==> src/rtl/mem_bus_arbiter_pkg.sv <==
// Shared types and defaults for the CPU/DMA memory bus arbiter.
// Optional statistics counter is enabled with the ARB_STATS_EN macro.
package mem_bus_arbiter_pkg;

  localparam int ARB_WORD_SIZE = 16;

  localparam int ARB_MEM_LATENCY = 2;

  typedef enum logic [2:0] {
    ARB_IDLE    = 3'd0,
    ARB_CPU_ACC = 3'd1,
    ARB_CPU_ACK = 3'd2,
    ARB_DMA_GNT = 3'd3,
    ARB_DMA_ACC = 3'd4
  } arb_state_e;

  // One spare bit so a latency of 1 still yields a non-zero width.
  function automatic int lat_cnt_width(input int latency);
    return $clog2(latency) + 1;
  endfunction

endpackage

==> src/rtl/mem_bus_arbiter_latency_counter.sv <==
// Loadable down-counter with a zero flag; times every memory access.
// Holds at zero rather than wrapping.
module latency_counter #(
  parameter int WIDTH = 2
) (
  input  logic             clk,
  input  logic             reset,
  input  logic             i_load,
  input  logic [WIDTH-1:0] i_load_val,
  input  logic             i_dec,
  output logic             o_zero
);

  logic [WIDTH-1:0] r_count;

  // NOTE: state registers use non-blocking (<=) so every flop samples pre-edge values.
  always_ff @(posedge clk) begin
    if (reset) begin
      r_count <= '0;
    end else if (i_load) begin
      r_count <= i_load_val;
    end else if (i_dec && (r_count != '0)) begin
      r_count <= r_count - WIDTH'(1);
    end
  end

  assign o_zero = (r_count == '0);

endmodule

==> src/rtl/mem_bus_arbiter.sv <==
// Shares one memory port between a multi-cycle CPU and a DMA engine (BR/BG handshake).
// Define ARB_STATS_EN to add the cpu_stall_cycles counter port.
module mem_bus_arbiter
  import mem_bus_arbiter_pkg::*;
#(
  parameter int WORD_SIZE   = ARB_WORD_SIZE,
  parameter int MEM_LATENCY = ARB_MEM_LATENCY
) (
  input  logic                 clk,
  input  logic                 reset,
  input  logic                 cpu_req,
  input  logic                 cpu_we,
  input  logic [WORD_SIZE-1:0] cpu_addr,
  input  logic [WORD_SIZE-1:0] cpu_wdata,
  output logic                 cpu_ack,
  output logic [WORD_SIZE-1:0] cpu_rdata,
  input  logic                 dma_br,
  output logic                 dma_bg,
  input  logic                 dma_req,
  input  logic [WORD_SIZE-1:0] dma_addr,
  input  logic [WORD_SIZE-1:0] dma_wdata,
  output logic                 dma_ack,
  output logic                 mem_read,
  output logic                 mem_write,
  output logic [WORD_SIZE-1:0] mem_addr,
  output logic [WORD_SIZE-1:0] mem_wdata,
  input  logic [WORD_SIZE-1:0] mem_rdata
`ifdef ARB_STATS_EN
  ,
  output logic [WORD_SIZE-1:0] cpu_stall_cycles
`endif
);

  localparam int               CNT_W    = lat_cnt_width(MEM_LATENCY);
  localparam logic [CNT_W-1:0] CNT_LOAD = CNT_W'(MEM_LATENCY - 1);

  arb_state_e           r_state;
  logic                 r_cpu_ack;
  logic                 r_dma_ack;
  logic                 r_dma_bg;
  logic                 r_mem_read;
  logic                 r_mem_write;
  logic [WORD_SIZE-1:0] r_mem_addr;
  logic [WORD_SIZE-1:0] r_mem_wdata;
  logic [WORD_SIZE-1:0] r_cpu_rdata;

  logic w_cpu_start;
  logic w_dma_start;
  logic w_cnt_load;
  logic w_cnt_dec;
  logic w_cnt_zero;

  // DMA wins over a simultaneous CPU request in IDLE.
  assign w_cpu_start = (r_state == ARB_IDLE) && !dma_br && cpu_req;
  assign w_dma_start = (r_state == ARB_DMA_GNT) && dma_req;
  assign w_cnt_load  = w_cpu_start || w_dma_start;
  assign w_cnt_dec   = (r_state == ARB_CPU_ACC) || (r_state == ARB_DMA_ACC);

  latency_counter #(
    .WIDTH (CNT_W)
  ) u_latency_counter (
    .clk        (clk),
    .reset      (reset),
    .i_load     (w_cnt_load),
    .i_load_val (CNT_LOAD),
    .i_dec      (w_cnt_dec),
    .o_zero     (w_cnt_zero)
  );

  always_ff @(posedge clk) begin
    if (reset) begin
      r_state     <= ARB_IDLE;
      r_cpu_ack   <= 1'b0;
      r_dma_ack   <= 1'b0;
      r_dma_bg    <= 1'b0;
      r_mem_read  <= 1'b0;
      r_mem_write <= 1'b0;
      r_mem_addr  <= '0;
      r_mem_wdata <= '0;
      r_cpu_rdata <= '0;
    end else begin
      r_cpu_ack <= 1'b0;
      r_dma_ack <= 1'b0;
      case (r_state)
        ARB_IDLE: begin
          // Grant may still be high here for the ack cycle of a finished DMA write.
          r_dma_bg <= dma_br;
          if (dma_br) begin
            r_state <= ARB_DMA_GNT;
          end else if (cpu_req) begin
            r_state     <= ARB_CPU_ACC;
            r_mem_read  <= !cpu_we;
            r_mem_write <= cpu_we;
            r_mem_addr  <= cpu_addr;
            r_mem_wdata <= cpu_wdata;
          end
        end

        ARB_CPU_ACC: begin
          if (w_cnt_zero) begin
            r_state     <= ARB_CPU_ACK;
            r_cpu_ack   <= 1'b1;
            r_mem_read  <= 1'b0;
            r_mem_write <= 1'b0;
            if (r_mem_read) begin
              r_cpu_rdata <= mem_rdata;
            end
          end
        end

        ARB_CPU_ACK: begin
          r_state <= ARB_IDLE;
        end

        ARB_DMA_GNT: begin
          if (dma_req) begin
            r_state     <= ARB_DMA_ACC;
            r_mem_write <= 1'b1;
            r_mem_addr  <= dma_addr;
            r_mem_wdata <= dma_wdata;
          end else if (!dma_br) begin
            r_state  <= ARB_IDLE;
            r_dma_bg <= 1'b0;
          end
        end

        ARB_DMA_ACC: begin
          if (w_cnt_zero) begin
            r_mem_write <= 1'b0;
            r_dma_ack   <= 1'b1;
            r_state     <= dma_br ? ARB_DMA_GNT : ARB_IDLE;
          end
        end

        default: begin
          r_state     <= ARB_IDLE;
          r_dma_bg    <= 1'b0;
          r_mem_read  <= 1'b0;
          r_mem_write <= 1'b0;
        end
      endcase
    end
  end

  assign cpu_ack   = r_cpu_ack;
  assign cpu_rdata = r_cpu_rdata;
  assign dma_bg    = r_dma_bg;
  assign dma_ack   = r_dma_ack;
  assign mem_read  = r_mem_read;
  assign mem_write = r_mem_write;
  assign mem_addr  = r_mem_addr;
  assign mem_wdata = r_mem_wdata;

`ifdef ARB_STATS_EN
  logic                 w_stall_cond;
  logic [WORD_SIZE-1:0] r_stall_cycles;

  assign w_stall_cond = cpu_req &&
                        (((r_state == ARB_IDLE) && dma_br) ||
                         (r_state == ARB_DMA_GNT) ||
                         (r_state == ARB_DMA_ACC));

  // Saturating count of cycles the CPU waited on the DMA engine.
  always_ff @(posedge clk) begin
    if (reset) begin
      r_stall_cycles <= '0;
    end else if (w_stall_cond && (r_stall_cycles != '1)) begin
      r_stall_cycles <= r_stall_cycles + WORD_SIZE'(1);
    end
  end

  assign cpu_stall_cycles = r_stall_cycles;
`endif

endmodule
==> config.mk <==
export PLATFORM = sky130hd
export DESIGN_NAME = mem_bus_arbiter
export DESIGN_NICKNAME = d
export VERILOG_FILES = /design/src/rtl/mem_bus_arbiter_pkg.sv /design/src/rtl/mem_bus_arbiter_latency_counter.sv /design/src/rtl/mem_bus_arbiter.sv
export SDC_FILE = /design/constraint.sdc
export NUM_CORES = 1
export LEC_CHECK = 0
export BUFFER_PORTS_ARGS = -buffer_cell sky130_fd_sc_hd__buf_2
export CORE_ASPECT_RATIO = 1.4
export CORE_UTILIZATION = 48
export DETAILED_ROUTE_END_ITERATION = 6
export GPL_TIMING_DRIVEN = 0
export PLACE_DENSITY = 0.9
export SLEW_MARGIN = 20
export SYNTH_ARGS = -nofsm -noshare
export SYNTH_HDL_FRONTEND = slang
export SYNTH_SLANG_ARGS = --single-unit
==> constraint.sdc <==
create_clock -name clk -period 3.4 [get_ports clk]
set_clock_uncertainty 0.2 [all_clocks]
set_input_delay 0.17 -clock clk [delete_from_list [all_inputs] [get_ports clk]]
set_output_delay 0.17 -clock clk [all_outputs]
set_load 0.1 [all_outputs]
==> key figures, run 1 <==
Status
  – Status: finished clean

Timing
  – Min Hold Slack: ~0.0022 ns
  – Rel. slew slack: about 47%
  – Hold Fails Final Rpt: 0
  – Final setup viols: 0
  – Fmax: 0.405 GHz
  – Minimum clock period: 2.47 ns
  – Period utilization: 72.6%
  – Fin Setup TNS: 0 ns
  – Fin. max-slew vios: 0
  – Worst slew pin tran: 0.786 ns
  – RSZ-0062 raised after global routing: false

Worst setup path
  – CP Launch Type: flip-flop
  – Worst EP arrival: 2.52 ns
  – Crit path capture type: flip-flop
  – Crit path max fanout: 10
  – Critical path class: reg -> reg
  – Critical Path RT: 3.45 ns

Die
  – DIE AREA: 0.00569 mm²
  – IO Count: 139
  – Core footprint: 0.00520 mm²
  – Die H: ~89 µm
  – Starting density of the core: 49.8%
  – Die X-Extent: about 64 µm
  – Row cnt: 31

Drt
  – DRT Wirelength: 8.32 mm
  – Met2 routed WL: 4.58 mm
  – DRC violations left: 0
  – Starting DRT DRC Count: ~120
  – Antenna Nets Post-Route: 0
  – Vias/cell: 5.27
  – Metal-1 WL: 3.00 mm
  – Met3 Wirelength: 466 µm
  – Highest Signal Layer: met4
  – DRT Pass-1 Iters: 7
  – Drt wl/cell: ~15 µm
  – Via Count: 2,887

Logic synthesis
  – Top_reg_cell synth: dfxtp_1
  – EDFF count, synth: 0
  – Distinct cells, synth: 37
  – Synth Instances: 288
  – Synth Cell Area: 0.00259 mm²
  – Synthesized flop and latch total: 58
  – Largest area contributor in the synthesized netlist: dfxtp_1
  – Share of the synthesized area in the top cell type: 44.9%
  – Avg Cell Area, Syn: between 8 and 9 µm²
  – Sequential cell area fraction in the yosys report: 44.9%
  – Synth area leaders: dfxtp_1 (45%), mux2i_1 (12%), a211oi_1 (6.7%), nor2_1 (5.5%), nand2_1 (5.1%)
  – YS warnings: 0
  – Asr flop ratio synth: 0%
  – Syn Nets: roughly 380

Clocking
  – CTS clock-pin slew for the worst setup and hold paths: 0.07 ns
  – Setup bufs post-CTS: 0
  – Total clock sinks: 58
  – H-tree depth: 3
  – Clock root cell: clkbuf_8
  – Max Root-Sink Buffers: 2
  – CTS Hold Bufs: between 40 and 50
  – CTS tree: yes
  – Later-pin clock latency in the skew report: about 0.33 ns
  – CTS Buf Count: 9
  – Post-CTS Resized: 0

Final layout
  – Fin nets: 564
  – Share of cells above drive strength 1: 36.9%
  – Final Non-Filler Cells: 548
  – Util after Layout: 76.6%
  – Most common cell after layout, fill and taps aside: buf_2
  – Most frequent cells in the layout: buf_2 (146), dfxtp_1 (58), dlygate4sd3_1 (41)
  – Ant diodes: 0
  – Synth-to-Final Area Change: 54.0%

Power and ir drop
  – Net load switching power: 0.00103 W
  – Switching share of power: 41.8%
  – Leakage: 1.97 nW
  – Logic gate share of total power: 39.4%
  – Total power: 0.00247 W
  – Pwr Density: roughly 620 mW/mm²
  – Part of the power in registers: 32.1%
  – Max IR drop VDD: 438 µV
  – Int Pwr: 0.00144 W
  – Clk pwr share: between 20% and 30%

GRT
  – Initial antenna violation count: 0
  – Vias in the first global route: ~2,900
  – First-pass GRT wire length: 13.0 mm
  – GRT overflow: 0
  – Largest net degree at the start of global routing: 11
  – GRT Overall Usage: a little under a third

Placement
  – DP Cell Count: 491
  – Number of port buffers: 137
  – Post-DP HPWL: 5.30 mm
  – Routability Congestion: 0.845

Worst hold path
  – Hold Path Class: in -> reg

Job
  – Maxcap violations: 0
-- cells by family after synthesis --
group,share of synthesized area [%]
buffers and inverters,5.51
muxes,12.8
DFF,44.9
AOI/OAI and AO/OA,19.4
adders and majority gates,0.484
xor gates and xnor gates,0.677
and+or+nand+nor,16.3
-- per-stage QoR --
stage | instance area, µm² | setup WS (ns)
finish | 3980 | 0.930
detailed placement | 3350 | 1.26
floorplan | 2590 | 1.17
CTS | 3980 | 0.966
global placement | 3350 | 1.24
global route | 3980 | 0.762
-- worst paths after layout --
| check | from | depth (start not counted) | slack (ns) | end |
|---|---|---|---|---|
| setup / recovery | r_state[0] | 6 | 0.93 | mem_addr[5] |
| hold / removal | dma_addr[13] | 3 | 0.002 | mem_addr[13] |
| setup reg to reg | r_state[0] | 6 | 0.93 | mem_addr[5] |
| hold reg to reg | cpu_rdata[14] | 2 | 0.25 | cpu_rdata[14] |
-- worst max-delay path: stages (launching register included) --
cell and delay [ns]:
dfxtp_1 0.35, buf_2 0.22, nand3_1 0.31, buf_2 0.34
mux2i_1 0.16, dlygate4sd3_1 0.58, a211oi_1 0.22
-- cell usage after synthesis (3+ instances only) --
cell type / n
clkbuf_1: 12
a21oi_1: 22
a211oi_1: 23
inv_1: 7
nand2_1: 35
nor4_1: 3
a211oi_2: 10
nor3_1: 4
nor2_1: 38
nand3_1: 4
mux2i_1: 32
buf_2: 9
dfxtp_1: 58
nand2b_1: 4
-- cell type report --
cell class              count  area [µm²]
multi-input cells         199        1280
repair buffers            178        1100
clock buffers              11         141
flip-flops and latches     58        1160
plain buffers              24         116
clock inverters             5        77.6
fillers                   368        1210
well taps                  66        82.6
inverters                   7        26.3
-- sequential cells by signal, indices dropped and copies added (netlist names) --
name                       cells
cpu_rdata                     16
mem_addr                      16
mem_wdata                     16
r_state                        3
u_latency_counter.r_count      2
cpu_ack                        1
dma_ack                        1
dma_bg                         1
mem_read                       1
mem_write                      1
-- layer usage --
layer  vias up  GRT usage (%)
met2       129           60.3
met4         0           17.1
li1       1388              -
met3        29           6.83
met5         -              0
met1      1341           27.4
-- power groups by stage --
stage / Combinational, W / Clock (W) / Sequential (W)
after CTS: 0.000968 / 0.000706 / 0.000791
final: 0.000974 / 0.000704 / 0.000792
after global routing: 0.00103 / 0.000737 / 0.000800
after global placement: 0.000905 / 0 / 0.000802
after floorplan: 0.000283 / 0 / 0.00127
after detailed placement: 0.000923 / 0 / 0.000806
Note: power is estimated with default switching activity, not from simulation.
==> run 2: changes to the inputs <==
--- a/config.mk
+++ b/config.mk
@@ -7,10 +7,10 @@
 export LEC_CHECK = 0
 export BUFFER_PORTS_ARGS = -buffer_cell sky130_fd_sc_hd__buf_2
 export CORE_ASPECT_RATIO = 1.4
-export CORE_UTILIZATION = 48
+export CORE_UTILIZATION = 40
 export DETAILED_ROUTE_END_ITERATION = 6
 export GPL_TIMING_DRIVEN = 0
-export PLACE_DENSITY = 0.9
+export PLACE_DENSITY = 0.81
 export SLEW_MARGIN = 20
 export SYNTH_ARGS = -nofsm -noshare
 export SYNTH_HDL_FRONTEND = slang
==> constraint.sdc (replaced) <==
create_clock -name clk -period 2.2 [get_ports clk]
set_clock_uncertainty 0.2 [all_clocks]
set_input_delay 0.11 -clock clk [delete_from_list [all_inputs] [get_ports clk]]
set_output_delay 0.11 -clock clk [all_outputs]
set_load 0.1 [all_outputs]
==> run 2 against run 1 <==
  * Design area is 11% higher
  * Total power is 57% higher
  * Clock power is 53% higher
  * Die area is 19% higher
  * Non-clock buffer count is 42 higher
  * Via count is 5.3% higher
  * First-iteration DRC count is 23% lower
  * Critical path depth is 2 higher
  * Hold slack better by 0.076 ns
  * Critical path type is now in -> reg
  * Highest routed layer unchanged
==> key figures, run 2 (synthesized netlist as in run 1, its figures left out) <==
Power and ir drop
  – Switching share of power: 41.6%
  – Pwr Density: 876 mW/mm²
  – Clk pwr share: approximately 28%
  – Net load switching power: about 0.0016 W
  – Logic gate share of total power: between 40% and 50%
  – Int Pwr: 0.00227 W
  – Leakage: around 2.2 nW
  – Part of the power in registers: about a third
  – Max IR drop VDD: between 600 and 700 µV

Clocking
  – Max Root-Sink Buffers: 2
  – CTS clock-pin slew for the worst setup and hold paths: 0.06 ns
  – H-tree depth: 3
  – CTS tree: yes
  – Total clock sinks: 58
  – CTS Buf Count: 9
  – Later-pin clock latency in the skew report: 0.33 ns
  – Clock root cell: clkbuf_8

Final layout
  – Synth-to-Final Area Change: 71.3%
  – Util after Layout: 71.3%
  – Most frequent cells in the layout: buf_2 (144), dlygate4sd3_1 (83), dfxtp_1 (57)
  – Share of cells above drive strength 1: 35.1%
  – Fin nets: 606
  – Layout fillers: 451
  – Ant diodes: 0
  – Most common cell after layout, fill and taps aside: buf_2
  – Reg area: around 0.0012 mm²
  – Multi-input gate area: 0.00129 mm²

Placement
  – Routability Congestion: slightly above 0.8
  – Pre-CTS WS: -0.0434 ns
  – Post-DP HPWL: 5.18 mm
  – Number of port buffers: 137

Timing
  – Final setup viols: 0
  – RSZ-0062 raised after global routing: true
  – Worst Slack Setup Final: 0.0658 ns
  – Period utilization: between 90 and 100%
  – Fin. max-slew vios: 0
  – Worst slew pin tran: approximately 0.57 ns
  – Hold Fails Final Rpt: 0
  – Rel. slew slack: 61.9%
  – Minimum clock period: between 2 and 2.5 ns
  – Fmax: around 0.47 GHz

Job
  – Maxcap violations: 0

Drt
  – Starting DRT DRC Count: 89
  – Via Count: 3,041
  – Antenna Nets Post-Route: 0
  – Drt wl/cell: 15.0 µm
  – Vias/cell: 5.10
  – DRT Pass-1 Iters: 4
  – DRC violations left: 0
  – DRT Wirelength: approximately 9.0 mm

Status
  – Status: finished clean

Worst setup path
  – Critical path class: in -> reg
  – Worst EP arrival: 2.19 ns
  – Crit path capture type: flip-flop
  – Crit path buf inv count: 4
  – Largest delay share family, worst path: buffers and inverters
  – Critical Path RT: 2.25 ns
  – Crit-path slowest cell: or4b_1
  – Worst path max stage delay: 0.56 ns
  – CP Launch Type: input port
  – Crit-path cells: dlygate4sd3_1, buf_2, or4b_1, a21oi_2, buf_4, buf_6, nor2_1, a211oi_2
  – Crit path max fanout: 10

GRT
  – Initial antenna violation count: 0
  – Vias in the first global route: 3,093
  – GRT overflow: 0
  – First-pass GRT wire length: 14.1 mm
  – Largest net degree at the start of global routing: 11
  – GRT Overall Usage: approximately a quarter

Die
  – Die H: 97.1 µm
  – IO Count: 139
  – DIE AREA: 0.00680 mm²
  – Die X-Extent: 70.0 µm
  – Starting density of the core: 41.6%
  – Core footprint: a little over 0.006 mm²
  – Row cnt: 34

Worst hold path
  – Hold Path Class: in -> reg
-- run 2: path summary, 6_finish.rpt --
kind / from / end / slack [ns] / cells past startpoint
worst min register to register: cpu_rdata[13] / cpu_rdata[13] / 0.26 / 2
worst max-delay path: dma_br / mem_wdata[2] / 0.07 / 8
worst max register to register: r_state[1] / mem_wdata[2] / 0.12 / 6
worst min-delay path: cpu_req / r_state[0] / 0.08 / 4
-- run 2: layout make-up --
type	instances	area share [%]
Timing Repair Buffer	220	34.2
Multi-Input combinational cell	199	29.2
Sequential cell	58	26.2
Clock buffer	10	3.11
Buffer	24	2.77
Tap cell	72	2.03
Clock inverter	6	1.81
Inverter	7	0.593
-- run 2: per-stage QoR --
stage	total power, W	area (µm²)	hold WS (ns)	setup TNS [ns]	std cells
after detailed placement	0.00267	3360	0.157	-0.275	497
after global placement	0.00265	3360	0.151	0	497
after floorplan	0.00239	2590	0.0460	0	288
final	0.00388	4430	0.0786	0	596
after CTS	0.00387	4420	0.0575	0	596
after global routing	0.00403	4430	0.110	-0.00297	596
-- run 2: repair_timing --
item / CTS / global route
endpoints found under the setup margin: 10 / 22
setup buffers: 0 / 0
hold buffers: 83 / 0
gates resized for setup: 1 / 8
hold endpoints to repair: 51 / 0
-- run 2: worst reg2reg max path: cells and delay by family (launching register included) --
kind,cells,cell delay [ns]
compound gates,2,0.40
buf+inv,2,0.36
simple gates,2,0.67
flops,1,0.38
-- run 2: metal layers --
metal	global-route usage [%]	share of wire [%]	vias to the layer above
met3	4.67	5.6	33
met5	0	0	-
met2	49.2	54	146
met4	16.3	3.6	0
li1	-	-	1475
met1	26.1	36	1387
-- run 2: power groups by stage --
stage	sequential [W]	combinational, W	clock (W)
after global routing	0.00124	0.00164	0.00114
after global placement	0.00124	0.00140	0
final	0.00123	0.00157	0.00108
after floorplan	0.00196	0.000437	0
after CTS	0.00123	0.00154	0.00110
after detailed placement	0.00125	0.00142	0
==> run 3: changes to the inputs <==
--- a/config.mk
+++ b/config.mk
@@ -5,9 +5,10 @@
 export SDC_FILE = /design/constraint.sdc
 export NUM_CORES = 1
 export LEC_CHECK = 0
+export ABC_AREA = 1
 export BUFFER_PORTS_ARGS = -buffer_cell sky130_fd_sc_hd__buf_2
 export CORE_ASPECT_RATIO = 1.4
-export CORE_UTILIZATION = 40
+export CORE_UTILIZATION = 41
 export DETAILED_ROUTE_END_ITERATION = 6
 export GPL_TIMING_DRIVEN = 0
 export PLACE_DENSITY = 0.81
==> run 3 against run 2 <==
  * Total power rose by 31%
  * Via count up 23%
  * Non-clock buffer count up 9
  * Clock power decreased by 13%
  * Sequential share of layout area decreased by 1.6 points
  * Register-to-register slack got worse by 0.03 ns
  * First-iteration DRC count up 100%
  * Global-route usage up 2.4 points
  * Synthesized area grew 8.5%
  * Utilization about the same
  * Flip-flop and latch count unchanged
  * Worst setup slack improved by 0.027 ns
  * Largest cell class unchanged
==> key figures, run 3 <==
Status
  – Status: finished clean

Timing
  – Hold Fails Final Rpt: 0
  – Minimum clock period: 2.11 ns
  – Period utilization: 95.8%
  – Worst slew pin tran: between 0.5 and 0.6 ns
  – Fmax: 0.475 GHz
  – Final setup viols: 0
  – RSZ-0062 raised after global routing: false
  – Fin Setup TNS: 0 ns
  – Rel. slew slack: around 66%
  – Fin. max-slew vios: 0
  – Worst Slack Setup Final: 0.0930 ns

Worst setup path
  – Worst path max stage delay: 0.57 ns
  – Worst EP arrival: approximately 2.1 ns
  – Critical Path RT: 2.22 ns
  – Crit path max fanout: 10
  – R2R depth: 9
  – Crit-path cells: buf_6, inv_2, nand3_4, buf_4, nand2_1, nand2_1, dlygate4sd3_1, o21ai_1, nor2_1
  – CP Launch Type: flip-flop
  – Reg-to-Reg Start: r_state[2]
  – Critical path class: reg -> reg
  – Crit path capture type: flip-flop
  – Worst reg-to-reg setup slack: 0.09 ns
  – Crit-path slowest cell: dlygate4sd3_1
  – Crit path top cell by count: nand2_1
  – Reg2reg end: mem_addr[6]

Placement
  – Number of port buffers: around 140
  – Post-DP HPWL: between 5 and 6 mm
  – Routability Congestion: 0.823
  – Pre-CTS WS: 0.550 ns

GRT
  – Largest net degree at the start of global routing: 11
  – Vias in the first global route: about 3,700
  – GRT overflow: 0
  – Initial antenna violation count: 0
  – First-pass GRT wire length: 16.0 mm
  – GRT Overall Usage: 28.7%

Logic synthesis
  – Syn Nets: 504
  – Simple-Gate Fraction of Synth Area: 35.0%
  – Top-count cell post-synth: nand2_1
  – Sequential cell area fraction in the yosys report: approximately two fifths
  – Post-synthesis mux area share: 0%
  – Compound-cell area share of the yosys netlist: around 13%
  – Top_reg_cell synth: dfxtp_1
  – Largest area contributor in the synthesized netlist: dfxtp_1
  – EDFF count, synth: 0
  – Synth cell count leaders: nand2_1 (124), dfxtp_1 (58), nor2_1 (49)
  – Synth Area in Adders: less than 1%
  – Asr flop ratio synth: 0%
  – Synthesized flop and latch total: 58
  – Distinct cells, synth: 25
  – Combinational family with the most area after synthesis: simple AND/OR/NAND/NOR gates
  – YS warnings: 0
  – XOR/XNOR share of the synthesized area: 0%
  – Synth Cell Area: 0.00281 mm²
  – Avg Cell Area, Syn: 6.73 µm²
  – Share of the synthesized area in the top cell type: 41.4%
  – Synth Instances: about 420
  – Synth area leaders: dfxtp_1 (41%), nand2_1 (17%), nor2_1 (6.6%), nor3_1 (6.1%), o21ai_1 (5.0%)

Clocking
  – CTS tree: yes
  – CTS Buf Count: 9
  – Later-pin clock latency in the skew report: 0.32 ns
  – Clock root cell: clkbuf_8
  – Max Root-Sink Buffers: 2
  – CTS clock-pin slew for the worst setup and hold paths: 0.06 ns
  – H-tree depth: 3
  – Total clock sinks: 58

Power and ir drop
  – Logic gate share of total power: 54.9%
  – Switching share of power: roughly half
  – Clk pwr share: 18.5%
  – Net load switching power: 0.00254 W
  – Pwr Density: roughly 1100 mW/mm²
  – Part of the power in registers: 26.6%
  – Max IR drop VDD: between 600 and 700 µV
  – Leakage: approximately 2.4 nW
  – Int Pwr: roughly 0.0025 W

Final layout
  – Multi-input gate area: 0.00136 mm²
  – Layout fillers: a little under 500
  – Most frequent cells in the layout: buf_2 (144), nand2_1 (123), dlygate4sd3_1 (84)
  – Ant diodes: 0
  – Share of cells above drive strength 1: 28.4%
  – Reg area: 0.00116 mm²
  – Fin nets: between 700 and 800
  – Most common cell after layout, fill and taps aside: buf_2
  – Synth-to-Final Area Change: 68.1%

Drt
  – DRC violations left: 0
  – DRT Wirelength: 10.3 mm
  – Drt wl/cell: 13.7 µm
  – Starting DRT DRC Count: between 150 and 200
  – Vias/cell: 5.00
  – Via Count: 3,753
  – DRT Pass-1 Iters: 4
  – Antenna Nets Post-Route: 0

Die
  – Die X-Extent: 71.9 µm
  – Starting density of the core: between 40% and 50%
  – IO Count: 139
  – DIE AREA: 0.00718 mm²
  – Die H: 99.9 µm
  – Core footprint: 0.00661 mm²
  – Row cnt: 35

Worst hold path
  – Hold Path Class: in -> reg
  – WHS Endpoint: dma_bg
  – Hold Crit Depth: 5
  – Hold path start: dma_req

Job
  – Maxcap violations: 0
## run 3: cell types whose count changed after synthesis, sizes merged, moves of 3 or more
| cell | delta |
|---|---|
| a211oi | -33 |
| a21oi | -3 |
| buf | +8 |
| clkbuf | -6 |
| inv | +24 |
| mux2i | -32 |
| nand2 | +90 |
| nand2b | -4 |
| nand3 | +8 |
| nor2 | +16 |
| nor3 | +30 |
| nor4 | -3 |
| o21ai | +50 |
## run 3: layout make-up
cell class              instances  share of cell area, %
repair buffers                227                   33.5
multi-input cells             301                   28.8
flip-flops and latches         58                   24.6
plain buffers                  26                   4.19
clock buffers                  12                   3.08
inverters                      32                   2.55
well taps                      92                   2.44
clock inverters                 3                  0.849
## run 3: cells by family (layout without fill, tap and decap cells)
| group | count (synthesis) | count (layout) |
|---|---|---|
| AO/OA/AOI/OAI | 72 | 72 |
| buffers and inverters | 58 | 300 |
| AND/OR/NAND/NOR | 228 | 228 |
| adder cells (fa/ha/maj) | 1 | 1 |
| flip-flops | 58 | 58 |
## run 3: power by group through the flow
stage | clock (W) | sequential, W | combinational, W
4_1_cts | 0.000966 | 0.00134 | 0.00267
3_3_place_gp | 0 | 0.00136 | 0.00245
3_5_place_dp | 0 | 0.00136 | 0.00247
6_report | 0.000939 | 0.00135 | 0.00279
5_1_grt | 0.00101 | 0.00137 | 0.00296
2_1_floorplan | 0 | 0.00264 | 0.000775
## run 3: worst max path at each step
stage | to | cells past startpoint | startpoint
detailed placement | mem_wdata[14] | 8 | r_state[1]
global placement | mem_wdata[14] | 8 | r_state[2]
global route | mem_addr[3] | 9 | r_state[2]
CTS | mem_addr[4] | 9 | r_state[1]
floorplan | cpu_rdata[11] | 4 | mem_read
finish | mem_addr[6] | 9 | r_state[2]
## run 3: metal layers
layer | GRT usage (%) | wire length, µm
met1 | 27.2 | 3740
met2 | 53.3 | 5280
met3 | 5.82 | 677
met4 | 21.1 | 560
met5 | 0 | 0
## run 3: through the flow
step	utilization (%)	std cells	power [W]	hold slack, ns	cell area [µm²]
2_1_floorplan	-	417	0.00341	-0.0209	2810
3_3_place_gp	54.6	647	0.00381	0.119	3610
3_5_place_dp	54.6	647	0.00384	0.123	3610
4_1_cts	70.1	746	0.00498	0.0127	4640
5_1_grt	71.4	751	0.00533	0.0708	4720
6_report	71.4	751	0.00507	0.0296	4720
## run 3: worst max-delay path, delay by kind of cell (launching register included)
kind,cells,cell delay [ns]
buffers and inverters,4,1.00
and+or+nand+nor,4,0.34
DFF,1,0.31
AOI/OAI and AO/OA,1,0.15
## run 3: what timing repair did
item | CTS | global route
hold endpoints to repair | 53 | 0
resized for setup | 0 | 14
setup buffers | 0 | 4
setup endpoints to repair | 0 | 30
hold buffers | 84 | 0
